File: src/rtl/sdram_sched_pkg.sv
// Shared types and widths for the SDRAM burst scheduler and its address generators.
package sdram_sched_pkg;

  localparam int ADDR_W  = 24;
  localparam int BURST_W = 10;

  typedef enum logic [2:0] {
    ST_IDLE     = 3'd0,
    ST_WR_REQ   = 3'd1,
    ST_WR_BURST = 3'd2,
    ST_RD_REQ   = 3'd3,
    ST_RD_BURST = 3'd4
  } sched_state_e;

endpackage

File: src/rtl/sdram_addr_gen.sv
// Per-channel burst address: steps by the burst length at burst end, wraps to the
// region minimum, and defers rewind requests that arrive while a burst is in flight.
module sdram_addr_gen
  import sdram_sched_pkg::*;
#(
  parameter int AW = ADDR_W
) (
  input  logic               clk,
  input  logic               rst_n,
  input  logic [AW-1:0]      min_addr,
  input  logic [AW-1:0]      max_addr,
  input  logic [BURST_W-1:0] burst,
  input  logic               load,
  input  logic               busy,
  input  logic               done,
  output logic [AW-1:0]      addr
);

  logic [AW-1:0] addr_q, addr_d;
  logic          pend_q, pend_d;
  logic [AW:0]   sum;

  always_comb begin
    // One extra bit so addr + burst near the top of the space cannot wrap silently.
    sum    = {1'b0, addr_q} + {{(AW + 1 - BURST_W){1'b0}}, burst};
    addr_d = addr_q;
    pend_d = pend_q;
    if (done) begin
      pend_d = 1'b0;
      if (pend_q || load) begin
        addr_d = min_addr;
      end else if (sum >= {1'b0, max_addr}) begin
        addr_d = min_addr;
      end else begin
        addr_d = sum[AW-1:0];
      end
    end else if (load) begin
      if (busy) begin
        pend_d = 1'b1;
      end else begin
        addr_d = min_addr;
      end
    end
  end

  always_ff @(posedge clk) begin
    if (!rst_n) begin
      addr_q <= min_addr;
      pend_q <= 1'b0;
    end else begin
      addr_q <= addr_d;
      pend_q <= pend_d;
    end
  end

  assign addr = addr_q;

endmodule

File: src/rtl/sdram_burst_sched.sv
// Arbitrates write-FIFO drain and read-FIFO fill bursts onto one SDRAM controller.
// Handshake: x_req is held until x_ack is seen; ack stays high for the whole burst and its fall ends it.
module sdram_burst_sched
  import sdram_sched_pkg::*;
#(
  parameter int RD_FIFO_DEPTH = 1024,
  parameter int ADDR_W        = sdram_sched_pkg::ADDR_W
) (
  input  logic               clk,
  input  logic               rst_n,
  input  logic               sdram_init_done,
  input  logic [ADDR_W-1:0]  wr_min_addr,
  input  logic [ADDR_W-1:0]  wr_max_addr,
  input  logic [ADDR_W-1:0]  rd_min_addr,
  input  logic [ADDR_W-1:0]  rd_max_addr,
  input  logic [BURST_W-1:0] wr_burst,
  input  logic [BURST_W-1:0] rd_burst,
  input  logic               wr_load,
  input  logic               rd_load,
  input  logic               rd_en,
  input  logic [10:0]        wr_fifo_cnt,
  input  logic [10:0]        rd_fifo_cnt,
  output logic               sdram_wr_req,
  output logic               sdram_rd_req,
  input  logic               sdram_wr_ack,
  input  logic               sdram_rd_ack,
  output logic [ADDR_W-1:0]  sdram_wr_addr,
  output logic [ADDR_W-1:0]  sdram_rd_addr,
  output logic [BURST_W-1:0] sdram_wr_burst,
  output logic [BURST_W-1:0] sdram_rd_burst,
  output logic [2:0]         dbg_state
);

  sched_state_e       state_q, state_d;
  logic               wr_req_q, wr_req_d, rd_req_q, rd_req_d;
  logic [BURST_W-1:0] wr_burst_q, wr_burst_d, rd_burst_q, rd_burst_d;
  logic               last_rd_q, last_rd_d;
  logic               wr_elig, rd_elig, wr_done, rd_done, wr_busy, rd_busy;

  assign wr_elig = 32'(wr_fifo_cnt) >= 32'(wr_burst);
  // Written as cnt + burst <= depth so a burst larger than the depth cannot underflow.
  assign rd_elig = rd_en && ((32'(rd_fifo_cnt) + 32'(rd_burst)) <= 32'(RD_FIFO_DEPTH));
  assign wr_busy = (state_q == ST_WR_REQ) || (state_q == ST_WR_BURST);
  assign rd_busy = (state_q == ST_RD_REQ) || (state_q == ST_RD_BURST);

  always_comb begin
    state_d    = state_q;
    wr_req_d   = wr_req_q;
    rd_req_d   = rd_req_q;
    wr_burst_d = wr_burst_q;
    rd_burst_d = rd_burst_q;
    last_rd_d  = last_rd_q;
    wr_done    = 1'b0;
    rd_done    = 1'b0;
    case (state_q)
      ST_IDLE: begin
        if (sdram_init_done) begin
          if (wr_elig && (!rd_elig || last_rd_q)) begin
            state_d    = ST_WR_REQ;
            wr_req_d   = 1'b1;
            wr_burst_d = wr_burst;
          end else if (rd_elig) begin
            state_d    = ST_RD_REQ;
            rd_req_d   = 1'b1;
            rd_burst_d = rd_burst;
          end
        end
      end
      ST_WR_REQ: begin
        if (sdram_wr_ack) begin
          wr_req_d = 1'b0;
          state_d  = ST_WR_BURST;
        end
      end
      ST_WR_BURST: begin
        if (!sdram_wr_ack) begin
          state_d   = ST_IDLE;
          last_rd_d = 1'b0;
          wr_done   = 1'b1;
        end
      end
      ST_RD_REQ: begin
        if (sdram_rd_ack) begin
          rd_req_d = 1'b0;
          state_d  = ST_RD_BURST;
        end
      end
      ST_RD_BURST: begin
        if (!sdram_rd_ack) begin
          state_d   = ST_IDLE;
          last_rd_d = 1'b1;
          rd_done   = 1'b1;
        end
      end
      default: state_d = ST_IDLE;
    endcase
  end

  always_ff @(posedge clk) begin
    if (!rst_n) begin
      state_q    <= ST_IDLE;
      wr_req_q   <= 1'b0;
      rd_req_q   <= 1'b0;
      wr_burst_q <= '0;
      rd_burst_q <= '0;
      last_rd_q  <= 1'b1;
    end else begin
      state_q    <= state_d;
      wr_req_q   <= wr_req_d;
      rd_req_q   <= rd_req_d;
      wr_burst_q <= wr_burst_d;
      rd_burst_q <= rd_burst_d;
      last_rd_q  <= last_rd_d;
    end
  end

  sdram_addr_gen #(.AW(ADDR_W)) u_wr_addr (
    .clk      (clk),
    .rst_n    (rst_n),
    .min_addr (wr_min_addr),
    .max_addr (wr_max_addr),
    .burst    (wr_burst_q),
    .load     (wr_load),
    .busy     (wr_busy),
    .done     (wr_done),
    .addr     (sdram_wr_addr)
  );

  sdram_addr_gen #(.AW(ADDR_W)) u_rd_addr (
    .clk      (clk),
    .rst_n    (rst_n),
    .min_addr (rd_min_addr),
    .max_addr (rd_max_addr),
    .burst    (rd_burst_q),
    .load     (rd_load),
    .busy     (rd_busy),
    .done     (rd_done),
    .addr     (sdram_rd_addr)
  );

  assign sdram_wr_req   = wr_req_q;
  assign sdram_rd_req   = rd_req_q;
  assign sdram_wr_burst = wr_burst_q;
  assign sdram_rd_burst = rd_burst_q;
  assign dbg_state      = state_q;

endmodule

File: config.mk
export PLATFORM = sky130hd
export DESIGN_NAME = sdram_burst_sched
export DESIGN_NICKNAME = d
export VERILOG_FILES = /design/src/rtl/sdram_sched_pkg.sv /design/src/rtl/sdram_addr_gen.sv /design/src/rtl/sdram_burst_sched.sv
export SDC_FILE = /design/constraint.sdc
export NUM_CORES = 1
export LEC_CHECK = 0
export BUFFER_PORTS_ARGS = -buffer_cell sky130_fd_sc_hd__buf_2
export CAP_MARGIN = 0
export CORE_MARGIN = 2
export CORE_UTILIZATION = 47
export CTS_CLUSTER_DIAMETER = 100
export CTS_CLUSTER_SIZE = 10
export DETAILED_ROUTE_END_ITERATION = 8
export HOLD_SLACK_MARGIN = 0.12
export PLACE_DENSITY = 0.78
export SYNTH_ARGS = -nofsm -noshare
export SYNTH_HDL_FRONTEND = slang
export SYNTH_SLANG_ARGS = --single-unit
File: constraint.sdc
create_clock -name clk -period 4.6 [get_ports clk]
set_input_delay 0.23 -clock clk [delete_from_list [all_inputs] [get_ports clk]]
set_output_delay 0.23 -clock clk [all_outputs]
set_load 0.01 [all_outputs]
==> results.sh <==
export IMPL_cts_num_sinks=76
export IMPL_wire_length_of_the_first_global_routing_pass_um=29200
export IMPL_flip_flop_and_latch_area_mm2=0.00200
export IMPL_violated_checks="negative setup slack"
export IMPL_antenna_violations_before_repair=1
export IMPL_dr_pass1_iters=5
export IMPL_syn_inst=715
export IMPL_power_share_clock_pct=26.3
export IMPL_grt_pass1_vias=6163
export IMPL_slowest_stage="sky130_fd_sc_hd__edfxtp_1"
export IMPL_yosys_cell_types_count=66
export IMPL_syn_area_mm2=0.00673
export IMPL_area_of_the_multi_input_gates_mm2=0.00459
export IMPL_synth_nets=952
export IMPL_htreeDepth=3
export IMPL_maxCapViolCount=0
export IMPL_coreArea_mm2=0.0139
export IMPL_class_of_the_most_critical_setup_path="flip-flop to flip-flop"
export IMPL_die_h_um=124
export IMPL_leakage_nw=4.60
export IMPL_hold_buffers=0
export IMPL_setup_violations_final=48
export IMPL_worst_setup_hold_path_clk_slew_ps=70
export IMPL_vdd_ir_drop_max_v=0.000244
export IMPL_critical_path_top_delay_family="compound AO/OA/AOI/OAI gates"
export IMPL_hold_path_endpoint="sdram_rd_burst[2]$_SDFFE_PN0P_"
export IMPL_final_min_period_over_clock_period_pct=105
export IMPL_drt_wl_total_um=19200
export IMPL_tightestPinTransition_ps=796
export IMPL_worst_hold_path_type="primary input to flip-flop"
export IMPL_drive_gt1_share_pct=37.7
export IMPL_pre_cts_ws_ps=-158
export IMPL_timing_hold_worst_start="rd_burst[2]"
export IMPL_cp_startpoint="u_wr_addr.addr[0]$_DFFE_PP_"
export IMPL_latest_clock_arrival_within_the_worst_skew_pair_ps=340
export IMPL_run_status="finished with violations"
export IMPL_crit_path_max_incr_delay_ps=430
export IMPL_n_fill_cell=1170
export IMPL_regToRegEndpoint="u_wr_addr.addr[19]$_DFFE_PP_"
export IMPL_power_density_mw_per_mm2=307
export IMPL_timing_clock_skew_ps=12.6
export IMPL_initial_core_util_pct=48.3
export IMPL_cts_tree="built"
export IMPL_post_layout_total_power_w=0.00275
export IMPL_cp_end_kind="flip-flop"
export IMPL_postLayoutCoreUtil_pct=64.2
export IMPL_gp_congestion=0.961
export IMPL_synth_enable_flop_cells=48
export IMPL_critical_path_max_fanout=13
export IMPL_p_sw_w=0.000955
export IMPL_drt_drc_violations_left=0
export IMPL_avgSynthCellArea_um2=9.41
export IMPL_p_sw_share_pct=34.7
export IMPL_hold_viol_final=0
export IMPL_timing_critical_path_mode_cell="sky130_fd_sc_hd__a21o_1"
export IMPL_synthesis_yosys_warnings=0
export IMPL_path_cells="ha_4 > fa_2 > a21o_1 > a21oi_2 > o21bai_2 > a2111o_1 > a31o_1 > a21o_4 > nand4_1 > xnor2_2 > ha_1 > a21o_1 > a21o_1 > a21o_1 > a21oi_2 > nor2b_1 > o21ai_1 > nand4_1 > a41o_2 > buf_12 > mux2_4"
export IMPL_postRouteAntennaNets=0
export IMPL_critPathRequiredTime_ps=4680
export IMPL_top_level_ports=219
export IMPL_async_flop_share_pct=0
export IMPL_power_frac_seq_pct=34.0
export IMPL_relSlewSlack_pct=46.6
export IMPL_finalMaxSlewViolations=0
export IMPL_drtIter0Drc=463
export IMPL_final_critical_path_setup_slack_ps=-211
export IMPL_fp_row_count=43
export IMPL_avgRoutedWirePerCell_um=16.6
export IMPL_ctsRootBufferMaster="sky130_fd_sc_hd__clkbuf_16"
export IMPL_syn2layout_area_growth_pct=32.9
export IMPL_fmaxAchievable_ghz=0.208
export IMPL_worst_hold_path_num_cells=3
export IMPL_crit_reg2reg_launch="u_wr_addr.addr[0]$_DFFE_PP_"
export IMPL_worstPathBufferInverterCount=1
export IMPL_synth_sequential_area_ratio_pct=29.8
export IMPL_detailed_place_hpwl_um=14600
export IMPL_overall_routing_resource_usage_pct=24.4
export IMPL_combPwrFrac_pct=39.6
export IMPL_finish_net_count=1211
export IMPL_rsz0062_at_grt="true"
export IMPL_cts_buffers_inserted=9
export IMPL_reg2reg_depth=21
export IMPL_startpoint_type="flip-flop"
export IMPL_minimum_clock_period_after_layout_ps=4810
export IMPL_ffs_latches_synth=76
export IMPL_die_area_mm2=0.0153
export IMPL_detailroute_via_count=6388
export IMPL_p_int_w=0.00179
export IMPL_synth_flop_cell="sky130_fd_sc_hd__edfxtp_1"
export IMPL_clock_path_buffers=2
export IMPL_critical_path_arrival_ps=4890
export IMPL_grt_max_degree=26
export IMPL_r2r_setup_slack_ps=-210
export IMPL_global_route_total_overflow=0
export IMPL_placement_io_buffers=218
export IMPL_viasPerCell=5.50
export IMPL_die_x_um=124
flip-flops by register name (all words and copies together) (netlist names):
name / count
u_wr_addr.addr: 24
sdram_wr_req: 1
last_rd_q: 1
sdram_wr_burst: 10
u_rd_addr.addr: 24
sdram_rd_req: 1
sdram_rd_burst: 10
u_rd_addr.pend_q: 1
dbg_state: 3
u_wr_addr.pend_q: 1
cells by family (layout without fill, tap and decap cells):
logic type,count (synthesis),after routing,share of synthesized area [%]
and+or+nand+nor,185,185,14.2
AOI/OAI and AO/OA,164,164,16.1
buffers and inverters,96,360,6.23
adders and majority gates,91,91,17.3
DFF,76,76,29.8
muxes,59,59,10.8
xor gates and xnor gates,44,44,5.73
other,0,2,0
final cells by class:
cell class              instances  share of cell area [%]
multi-input cells             543                    51.4
flip-flops and latches         76                    22.4
repair buffers                267                    17.0
clock buffers                  16                    3.40
inverters                      77                    3.23
well taps                     180                    2.52
diodes                          2                  0.0560
power by group through the flow:
| stage | Combinational, W | Clock [W] | Sequential (W) |
|---|---|---|---|
| 2_1_floorplan | 0.000635 | 0 | 0.000951 |
| 3_3_place_gp | 0.000985 | 0 | 0.000937 |
| 3_5_place_dp | 0.00100 | 0 | 0.000940 |
| 4_1_cts | 0.00104 | 0.000740 | 0.000931 |
| 5_1_grt | 0.00121 | 0.000769 | 0.000947 |
| 6_report | 0.00109 | 0.000724 | 0.000935 |
timing repair:
action | 4_1_cts | 5_1_grt
cloned | 2 | 1
endpoints found under the setup margin | 48 | 48
setup buffers | 6 | 10
pin swaps | 7 | 21
resized for setup | 26 | 52
worst max-delay path by stage:
| stage | to | slack (ps) | depth (start not counted) |
|---|---|---|---|
| 4_1_cts | u_wr_addr.addr[17]$_DFFE_PP_ | -120 | 21 |
| 3_3_place_gp | u_wr_addr.addr[11]$_DFFE_PP_ | -60 | 21 |
| 5_1_grt | u_wr_addr.addr[17]$_DFFE_PP_ | -410 | 21 |
| 6_report | u_wr_addr.addr[19]$_DFFE_PP_ | -210 | 21 |
| 3_5_place_dp | u_wr_addr.addr[19]$_DFFE_PP_ | -160 | 21 |
| 2_1_floorplan | u_wr_addr.addr[10]$_DFFE_PP_ | 10 | 23 |
synthesized netlist by cell type (all sizes together), types with 4 or more instances:
library cell	instances	area (µm²)
a21o	21	158
a41o	4	40.0
o21a	8	60.1
nand2b	13	81.3
o21ai	35	175
edfxtp	48	1440
a211o	4	35.0
nand4	17	106
and2	4	25.0
nand2	26	97.6
nor4	6	37.5
clkbuf	9	33.8
nand3	23	115
nor2	46	173
and3	10	62.6
buf	10	96.3
a21oi	46	234
xnor2	39	342
a31oi	7	43.8
dfxtp	28	561
mux2	48	616
xor2	5	43.8
mux2i	11	110
or2	6	37.5
nor2b	14	87.6
nor3	12	60.1
ha	88	1100
a211oi	7	52.6
o21bai	5	37.5
inv	76	285
cell usage in the layout, fill, tap and decap left out, types with 20 or more instances in the layout:
master                       n
sky130_fd_sc_hd__o21ai_0    30
sky130_fd_sc_hd__nand3_1    20
sky130_fd_sc_hd__ha_1       86
sky130_fd_sc_hd__edfxtp_1   48
sky130_fd_sc_hd__a21o_1     20
sky130_fd_sc_hd__buf_4      42
sky130_fd_sc_hd__mux2_4     48
sky130_fd_sc_hd__buf_2     218
sky130_fd_sc_hd__nor2_1     45
sky130_fd_sc_hd__dfxtp_1    28
sky130_fd_sc_hd__xnor2_1    33
sky130_fd_sc_hd__inv_1      76
sky130_fd_sc_hd__nand2_1    24
sky130_fd_sc_hd__a21oi_1    40
metrics by stage:
step                      std cells  TNS (ps)  hold slack (ps)  instance area (µm²)
after floorplan                 715         0              306                 6730
after global placement         1124     -1180              433                 8150
after detailed placement       1124     -3880              439                 8150
after CTS                      1148     -2580              134                 8630
after global routing           1160    -16770              150                 8940
final                          1161     -5970              141                 8940
metal layers:
| metal | share of wire (%) | vias up | wire length, µm | global-route usage, % |
|---|---|---|---|---|
| li1 | - | 3132 | - | - |
| met1 | 44 | 2998 | 8490 | 31.9 |
| met2 | 48 | 222 | 9240 | 40.7 |
| met3 | 5.0 | 36 | 971 | 3.39 |
| met4 | 2.8 | 0 | 537 | 10.0 |
| met5 | 0 | - | 0 | 0 |
worst register-to-register path, stage by stage, from the launching register on:
cell,delay [ps]
sky130_fd_sc_hd__edfxtp_1,430
sky130_fd_sc_hd__ha_4,200
sky130_fd_sc_hd__fa_2,350
sky130_fd_sc_hd__a21o_1,190
sky130_fd_sc_hd__a21oi_2,150
sky130_fd_sc_hd__o21bai_2,100
sky130_fd_sc_hd__a2111o_1,400
sky130_fd_sc_hd__a31o_1,200
sky130_fd_sc_hd__a21o_4,250
sky130_fd_sc_hd__nand4_1,160
sky130_fd_sc_hd__xnor2_2,150
sky130_fd_sc_hd__ha_1,290
sky130_fd_sc_hd__a21o_1,190
sky130_fd_sc_hd__a21o_1,170
sky130_fd_sc_hd__a21o_1,180
sky130_fd_sc_hd__a21oi_2,110
sky130_fd_sc_hd__nor2b_1,50
sky130_fd_sc_hd__o21ai_1,110
sky130_fd_sc_hd__nand4_1,90
sky130_fd_sc_hd__a41o_2,340
sky130_fd_sc_hd__buf_12,180
sky130_fd_sc_hd__mux2_4,300
Power figures use the tool's default switching activity.
